$ cat src/rtl/detect_scheduler.sv
// detect_scheduler
//   Round-robin time-shares one Mealy "11" detector among four serial
//   requesters. Each requester keeps its own 1-bit context (last bit seen)
//   and a saturating detection counter, so a pattern split across two
//   grants is still detected.
//
// Ports
//   clk, reset        : clock, asynchronous active-high reset
//   req[3:0]          : per-requester request for the detector
//   din[3:0]          : per-requester serial bit (used only while granted)
//   clr[3:0]          : synchronous clear of requester i's context and counter
//   cnt_sel[1:0]      : selects the counter shown on cnt_out
//   gnt[3:0]          : registered one-hot grant (or zero)
//   busy              : |gnt
//   det               : combinational detect pulse for the granted requester
//   det_id[1:0]       : index of the granted requester
//   cnt_out[CNT_W-1:0]: counter selected by cnt_sel

// Per-requester context bit and saturating detection counter.
module detect_lane #(
  parameter int CNT_W = 8
) (
  input  logic             clk,
  input  logic             reset,
  input  logic             consume,
  input  logic             din,
  input  logic             clr,
  input  logic             inc,
  output logic             ctx,
  output logic [CNT_W-1:0] cnt
);
  logic             ctx_q, ctx_d;
  logic [CNT_W-1:0] cnt_q, cnt_d;

  // clr wins over a same-cycle consume or increment
  always_comb begin
    ctx_d = ctx_q;
    cnt_d = cnt_q;
    if (clr) begin
      ctx_d = 1'b0;
      cnt_d = '0;
    end else begin
      if (consume) ctx_d = din;
      if (inc && (cnt_q != {CNT_W{1'b1}})) cnt_d = cnt_q + 1'b1;
    end
  end

  always_ff @(posedge clk or posedge reset) begin
    if (reset) begin
      ctx_q <= 1'b0;
      cnt_q <= '0;
    end else begin
      ctx_q <= ctx_d;
      cnt_q <= cnt_d;
    end
  end

  assign ctx = ctx_q;
  assign cnt = cnt_q;
endmodule

module detect_scheduler #(
  parameter int BURST = 4,
  parameter int CNT_W = 8
) (
  input  logic             clk,
  input  logic             reset,
  input  logic [3:0]       req,
  input  logic [3:0]       din,
  input  logic [3:0]       clr,
  input  logic [1:0]       cnt_sel,
  output logic [3:0]       gnt,
  output logic             busy,
  output logic             det,
  output logic [1:0]       det_id,
  output logic [CNT_W-1:0] cnt_out
);
  localparam int NUM_LANES = 4;
  localparam int BC_W      = 4;
  localparam logic [BC_W-1:0] LAST_BIT = BC_W'(BURST - 1);

  typedef enum logic {IDLE, RUN} state_t;

  state_t                state_q, state_d;
  logic [NUM_LANES-1:0]  gnt_q, gnt_d;
  logic [1:0]            gid_q, gid_d;
  logic [1:0]            ptr_q, ptr_d;
  logic [BC_W-1:0]       bitcnt_q, bitcnt_d;

  logic [NUM_LANES-1:0]             ctx_all;
  logic [NUM_LANES-1:0][CNT_W-1:0]  cnt_all;
  logic                             consume;
  logic [1:0]                       win;
  logic [1:0]                       idx;

  // A bit is consumed only while the granted requester still asks.
  assign consume = (state_q == RUN) && req[gid_q];
  assign det     = consume && ctx_all[gid_q] && din[gid_q];

  // Round-robin pick: scanning ptr+4 down to ptr+1 lets the closest
  // requester after ptr overwrite the others (ptr itself is searched last).
  always_comb begin
    win = ptr_q;
    idx = ptr_q;
    for (int k = NUM_LANES; k >= 1; k--) begin
      idx = ptr_q + 2'(k);
      if (req[idx]) win = idx;
    end
  end

  always_comb begin
    state_d  = state_q;
    gnt_d    = gnt_q;
    gid_d    = gid_q;
    ptr_d    = ptr_q;
    bitcnt_d = bitcnt_q;
    case (state_q)
      IDLE: begin
        gnt_d = '0;
        if (req != '0) begin
          state_d  = RUN;
          gnt_d    = NUM_LANES'(1) << win;
          gid_d    = win;
          bitcnt_d = '0;
        end
      end
      RUN: begin
        // Burst ends on a dropped request or on the last allowed bit;
        // IDLE is always visited so gnt drops for at least one cycle.
        if (!req[gid_q] || (bitcnt_q == LAST_BIT)) begin
          state_d = IDLE;
          gnt_d   = '0;
          ptr_d   = gid_q;
        end else begin
          bitcnt_d = bitcnt_q + 1'b1;
        end
      end
      default: begin
        state_d = IDLE;
        gnt_d   = '0;
      end
    endcase
  end

  always_ff @(posedge clk or posedge reset) begin
    if (reset) begin
      state_q  <= IDLE;
      gnt_q    <= '0;
      gid_q    <= 2'd0;
      ptr_q    <= 2'd3;
      bitcnt_q <= '0;
    end else begin
      state_q  <= state_d;
      gnt_q    <= gnt_d;
      gid_q    <= gid_d;
      ptr_q    <= ptr_d;
      bitcnt_q <= bitcnt_d;
    end
  end

  for (genvar i = 0; i < NUM_LANES; i++) begin : g_lane
    detect_lane #(.CNT_W(CNT_W)) u_lane (
      .clk     (clk),
      .reset   (reset),
      .consume (consume && (gid_q == 2'(i))),
      .din     (din[i]),
      .clr     (clr[i]),
      .inc     (det && (gid_q == 2'(i))),
      .ctx     (ctx_all[i]),
      .cnt     (cnt_all[i])
    );
  end

  assign gnt     = gnt_q;
  assign busy    = |gnt_q;
  assign det_id  = gid_q;
  assign cnt_out = cnt_all[cnt_sel];
endmodule

$ cat config.mk
export PLATFORM = sky130hd
export DESIGN_NAME = detect_scheduler
export DESIGN_NICKNAME = d
export VERILOG_FILES = /design/src/rtl/detect_scheduler.sv
export SDC_FILE = /design/constraint.sdc
export NUM_CORES = 1
export LEC_CHECK = 0
export CAP_MARGIN = 20
export CORE_MARGIN = 2
export CORE_UTILIZATION = 56
export DETAILED_ROUTE_END_ITERATION = 8
export PLACE_DENSITY = 0.79
export SLEW_MARGIN = 5
export SYNTH_ARGS = -nofsm -noshare
export SYNTH_HDL_FRONTEND = slang
export SYNTH_SLANG_ARGS = --single-unit
$ cat constraint.sdc
create_clock -name clk -period 2.45 [get_ports clk]
set_input_delay 0.3675 -clock clk [delete_from_list [all_inputs] [get_ports clk]]
set_output_delay 0.3675 -clock clk [all_outputs]
set_load 0.05 [all_outputs]
==> results by group, run 1 <==
CTS
  • Post-CTS Setup Inserts: 0
  • CTS buffer count: 5
  • CTS clock-pin slew for the worst setup and hold paths: 0.09 ns
  • CTS tree: built
  • Clk Latency, worst-skew pair: 0.30 ns
  • CTS max path bufs: 2
  • Clock root buffer: clkbuf_8
  • CTS Hold Bufs: 0
  • CTS H-tree lvls: 2
  • Post-CTS resize count: 0
  • Clock sinks: 49

STA
  • Finish-stage setup viols: 0
  • Final Hold Viols: 0
  • Slew HR: 0.615
  • RSZ-0062 raised after global routing: no
  • Setup_tns: 0 ns
  • Fin crit share: 0.946
  • Actual slew at the worst max-slew pin: 0.574 ns
  • Final Max Slew Viols: 0
  • Final Skew: 0.00571 ns
  • Min cycle time layout: 2.32 ns
  • Highest Clock Rate: 432 MHz

Synth
  • Top FF cell, synth: dfrtp_1
  • Ys async rst share: 1.00
  • Yosys reg bits: 49
  • Syn Area/Cell: 10.0 um2
  • Synthesized Nets: 311
  • Post-synth EDFFs: 0
  • Count leader, synth: dfrtp_1
  • Sequential area share after synthesis: 0.423
  • YS warnings: 0
  • Cell count after synthesis: 290
  • Post-synth design cell area: 0.00291 mm2
  • Commonest cells post-synth: 47 x dfrtp_1, 26 x a21oi_1, 22 x nand2_1, 18 x nand3_1, 16 x nor2_1
  • Largest cells by area after synthesis: dfrtp_1 40%, mux4_2 6.2%, a21oi_1 4.5%, mux2i_1 3.8%, o31ai_1 3.4%
  • Area leader, netlist: dfrtp_1
  • Synth unique cells: 53
  • Post-synth top area share: 0.404

Worst setup path
  • Arrival time worst endpoint: 1.95 ns
  • CP Max Fanout: 3
  • Setup CP Type: reg -> out
  • Register-to-register setup slack: 0.30 ns
  • CP required: 2.08 ns
  • Endpoint class of the critical path: output pin
  • Startpoint Class: flop

GRT
  • First-pass GRT wire length: 11,000 um
  • Initial antenna violation count: 0
  • Vias in the first global route: 2,349
  • Largest net degree at the start of global routing: 21
  • GRT Total Usage: 0.231
  • Grt total ovfl: 0

Die
  • I/O pin total: 32
  • Full die area: 0.00579 mm2
  • Std-Cell Core Area: 0.00507 mm2
  • DIE WIDTH: 76.1 um
  • Initial Utilization: 0.573
  • Row cnt: 26
  • Die Y: 76.1 um

Run
  • Max_cap viols: 0

Drt
  • Routed Antenna Nets: 0
  • Wirelength per Cell: 16.7 um
  • Drt drc: 0
  • DR iter-0 viols: 85
  • Via count: 2,441
  • Routed Wire Length: 6470 um
  • Post-DR vias/cell: 6.29
  • Drt first pass iters: 4

Placement
  • Port buffer count: 31
  • Post-detail-place hpwl: 4680 um
  • Final Wtd Congestion: 0.864
  • Post-Place Cell Area: 0.00324 mm2

Cells and area
  • ANT cells: 0
  • Layout area overhead: 15.1%
  • Fin area: 0.00335 mm2
  • Fill count: 418
  • Final #Nets: 339
  • Share of layout cells above drive strength 1: 0.142

Outcome
  • Status: finished, final reports clean

Min path
  • Hold crit path type: in -> async

Power and ir drop
  • Power per cell area: 733 mW/mm2
  • Overall Power: 0.00245 W
  • P_leak: 1.35 nW
  • Peak supply drop: 0.881 mV
==> stage by stage <==
step / util / std cells / hold WS [ns] / setup slack, ns
after global placement: 0.639 / 381 / 0.488 / 0.150
after detailed placement: 0.639 / 381 / 0.493 / 0.0296
after global routing: 0.660 / 388 / 0.356 / 0.106
after floorplan: - / 290 / 0.477 / 0.432
after CTS: 0.660 / 388 / 0.327 / 0.126
final: 0.660 / 388 / 0.319 / 0.133
==> registers in the layout, indices dropped and copies added, names as in the netlist <==
name	count
gnt	4
bitcnt_q	4
ptr_q	2
g_lane.u_lane.ctx	4
g_lane.u_lane.cnt	32
state_q	1
det_id	2
==> worst max-delay path, stage by stage, from the launching register on <==
cell,delay (ns)
dfrtp_1,0.41
or4_1,0.53
clkdlybuf4s50_1,0.71
==> per-layer routing <==
layer  GRT usage  share of wire
met1       0.305           0.45
met2       0.389           0.49
met3      0.0403          0.046
met4      0.0818          0.011
met5           0              0
==> power breakdown <==
group	leakage (nW)	total, W	internal [W]	switching (W)
Combinational	0.633	0.000843	0.000355	0.000488
Clock	0.0540	0.000568	0.000297	0.000270
Sequential	0.666	0.00104	0.000908	0.000135
Total	1.35	0.00245	0.00156	0.000893
==> final timing paths <==
| kind | startpoint | to | cells after the start |
|---|---|---|---|
| max | gnt[0] | busy | 2 |
| min | reset | g_lane[1].u_lane.cnt[6] | 2 |
| max reg2reg | det_id[1] | g_lane[0].u_lane.cnt[4] | 4 |
| min reg2reg | gnt[1] | gnt[1] | 2 |
| max in group asynchronous | reset | ptr_q[1] | 3 |
| min in group clk | gnt[1] | gnt[1] | 2 |
==> placed cells by master, fill, tap and decap left out, drive strengths merged, types with 11 or more instances in the layout <==
master	netlist	layout
dfrtp	47	47
a21oi	26	26
nand2	22	22
clkdlybuf4s50	0	22
nand3	18	18
nor2	16	16
buf	12	15
o21ai	15	15
o31ai	13	13
or4	11	11
mux2i	11	11
==> logic make-up after synthesis <==
family / count (synthesis) / synth area share
compound gates: 69 / 0.149
xor+xnor: 4 / 0.0121
fa+ha+maj: 5 / 0.0215
buf+inv: 26 / 0.0465
flops: 49 / 0.423
mux: 23 / 0.120
simple gates: 114 / 0.228
==> area by class of cell <==
type                       instances  area [um2]  share of cell area
clock buffer                       5        68.8              0.0206
clock inverter                     2        35.0              0.0105
inverter                          10        37.5              0.0112
multi-input combinational        215        1540               0.461
sequential                        49        1230               0.367
tap                               70        87.6              0.0262
timing repair buffer              37         345               0.103
Note: power is estimated with default switching activity, not from simulation.
==> run 2, diff against run 1 <==
- CORE_UTILIZATION: 56 -> 57
- PLACE_DENSITY: 0.79 -> 0.89
- SYNTH_HIERARCHICAL: unset -> 1
==> run 2 against run 1 <==
Against the previous run:
- fmax up 1.4%
- die area up 1.4%
- power up 2.1%
==> results by group, run 2 <==
Worst setup path
  • Setup CP Type: reg -> out
  • Arrival time worst endpoint: 1.92 ns
  • CP Max Fanout: 3
  • Endpoint class of the critical path: output pin
  • Startpoint Class: flop
  • CP required: 2.08 ns

Placement
  • Post-Place Cell Area: 0.00339 mm2
  • Post-detail-place hpwl: 5260 um
  • Port buffer count: 31
  • Dpl ws: 0.0837 ns
  • Final Wtd Congestion: 0.899

GRT
  • Initial antenna violation count: 0
  • Grt total ovfl: 0
  • GRT Total Usage: 0.256
  • Largest net degree at the start of global routing: 15
  • Vias in the first global route: 2,491
  • First-pass GRT wire length: 12,100 um

STA
  • Slew HR: 0.649
  • Min cycle time layout: 2.28 ns
  • Final Max Slew Viols: 0
  • Actual slew at the worst max-slew pin: 0.525 ns
  • Final Hold Viols: 0
  • Finish-stage setup viols: 0
  • Highest Clock Rate: 438 MHz
  • Fin crit share: 0.932
  • Final Skew: 0.00578 ns
  • RSZ-0062 raised after global routing: no
  • Setup WS post-layout: 0.165 ns
  • Setup_tns: 0 ns
  • Hold slack: 0.501 ns

Synth
  • Post-synth EDFFs: 0
  • Synth unique cells: 45
  • Top FF cell, synth: dfrtp_1
  • Count leader, synth: dfrtp_1
  • Ys async rst share: 1.00
  • YS warnings: 6
  • Post-synth top area share: 0.392
  • Post-synth design cell area: 0.00300 mm2
  • Sequential area share after synthesis: 0.409
  • Synthesized Nets: 310
  • Cell count after synthesis: 289
  • Syn Area/Cell: 10.4 um2
  • Area leader, netlist: dfrtp_1
  • Largest cells by area after synthesis: dfrtp_1 39%, mux4_2 6.8%, a211oi_1 4.0%, mux2_2 3.4%, mux2i_1 3.3%
  • Commonest cells post-synth: 47 x dfrtp_1, 19 x inv_1, 17 x nand2_1, 16 x a211oi_1, 15 x nor2_1
  • Yosys reg bits: 49

Drt
  • Routed Wire Length: 7170 um
  • Routed Antenna Nets: 0
  • Post-DR vias/cell: 6.53
  • DR iter-0 viols: 314
  • Via count: 2,579
  • Drt drc: 0
  • Wirelength per Cell: 18.1 um
  • Drt first pass iters: 6

CTS
  • CTS Hold Bufs: 0
  • CTS tree: built
  • CTS max path bufs: 2
  • Post-CTS Setup Inserts: 0
  • CTS H-tree lvls: 2
  • CTS clock-pin slew for the worst setup and hold paths: 0.09 ns
  • Clock sinks: 49
  • Clock root buffer: clkbuf_8
  • Clk Latency, worst-skew pair: 0.30 ns
  • CTS buffer count: 5
  • Post-CTS resize count: 0

Die
  • Row cnt: 26
  • Full die area: 0.00586 mm2
  • I/O pin total: 32
  • DIE WIDTH: 76.6 um
  • Std-Cell Core Area: 0.00511 mm2
  • Die Y: 76.6 um
  • Initial Utilization: 0.588

Power and ir drop
  • Peak supply drop: 0.398 mV
  • Power per cell area: 716 mW/mm2
  • P_leak: 1.44 nW

Cells and area
  • Most frequent cells in the layout: 47 x dfrtp_1, 22 x clkdlybuf4s50_1, 19 x inv_1
  • Commonest non-fill, non-tap cell in the layout: dfrtp_1
  • ANT cells: 0
  • Final #Nets: 346
  • Layout area overhead: 16.5%
  • Fin area: 0.00350 mm2
  • Share of layout cells above drive strength 1: 0.222
  • Fill count: 380
  • FF/Latch Area: 0.00123 mm2
  • Max reg flops: 32
  • Multi-input logic area: 0.00165 mm2

Outcome
  • Status: finished, final reports clean

Run
  • Max_cap viols: 0

Min path
  • Hold crit path type: reg -> reg
run 2: cell count changes after synthesis, sizes merged, moves of 8 or more:
cell    delta
nor3       +8
a211oi    +17
buf        -9
or3        -8
nand3     -10
inv        +9
and3       +8
or4       -10
a21oi     -17
o31ai     -12
run 2: stage by stage:
step	power, W	utilization	cells
final	0.00251	0.685	395
after global routing	0.00262	0.685	395
after CTS	0.00250	0.685	395
after detailed placement	0.00195	0.665	388
after global placement	0.00192	0.665	388
after floorplan	0.00168	-	289
run 2: power by group:
group          total (W)  switching, W  leakage (nW)  internal, W
clock           0.000560      0.000263        0.0540     0.000297
sequential       0.00101     0.0000997         0.667     0.000912
combinational   0.000935      0.000583         0.723     0.000352
run 2: critical path, stage by stage (launching register included):
cell             delay (ns)
dfrtp_1                0.39
or4_1                  0.51
clkdlybuf4s50_1        0.71
run 2: area by class of cell:
| cell class | count | share of cell area |
|---|---|---|
| Timing Repair Buffer | 38 | 0.101 |
| Tap cell | 70 | 0.0250 |
| Multi-Input combinational cell | 212 | 0.473 |
| Clock buffer | 5 | 0.0197 |
| Clock inverter | 2 | 0.0100 |
| Sequential cell | 49 | 0.351 |
| Inverter | 19 | 0.0204 |
run 2: cells by family after synthesis:
kind of cell / synth area share
buf+inv: 0.0400
simple gates: 0.227
mux: 0.135
fa+ha+maj: 0.0208
flops: 0.409
compound gates: 0.168
run 2: path summary, 6_finish.rpt:
kind	startpoint	to	cells after the start	slack (ns)
max	gnt[3]	busy	2	0.17
min	bitcnt_q[3]	bitcnt_q[3]	1	0.50
max reg2reg	det_id[0]	g_lane[1].u_lane/cnt[7]	6	0.24
min reg2reg	bitcnt_q[3]	bitcnt_q[3]	1	0.50
max in group asynchronous	reset	ptr_q[1]	2	1.52
min in group asynchronous	reset	g_lane[0].u_lane/cnt[4]	2	0.51
run 2: per-layer routing:
| metal | part of all wire | global-route usage | up-vias |
|---|---|---|---|
| li1 | - | - | 1175 |
| met1 | 0.41 | 0.334 | 1275 |
| met2 | 0.51 | 0.443 | 113 |
| met3 | 0.060 | 0.0486 | 16 |
| met4 | 0.015 | 0.0618 | 0 |
| met5 | 0 | 0 | - |
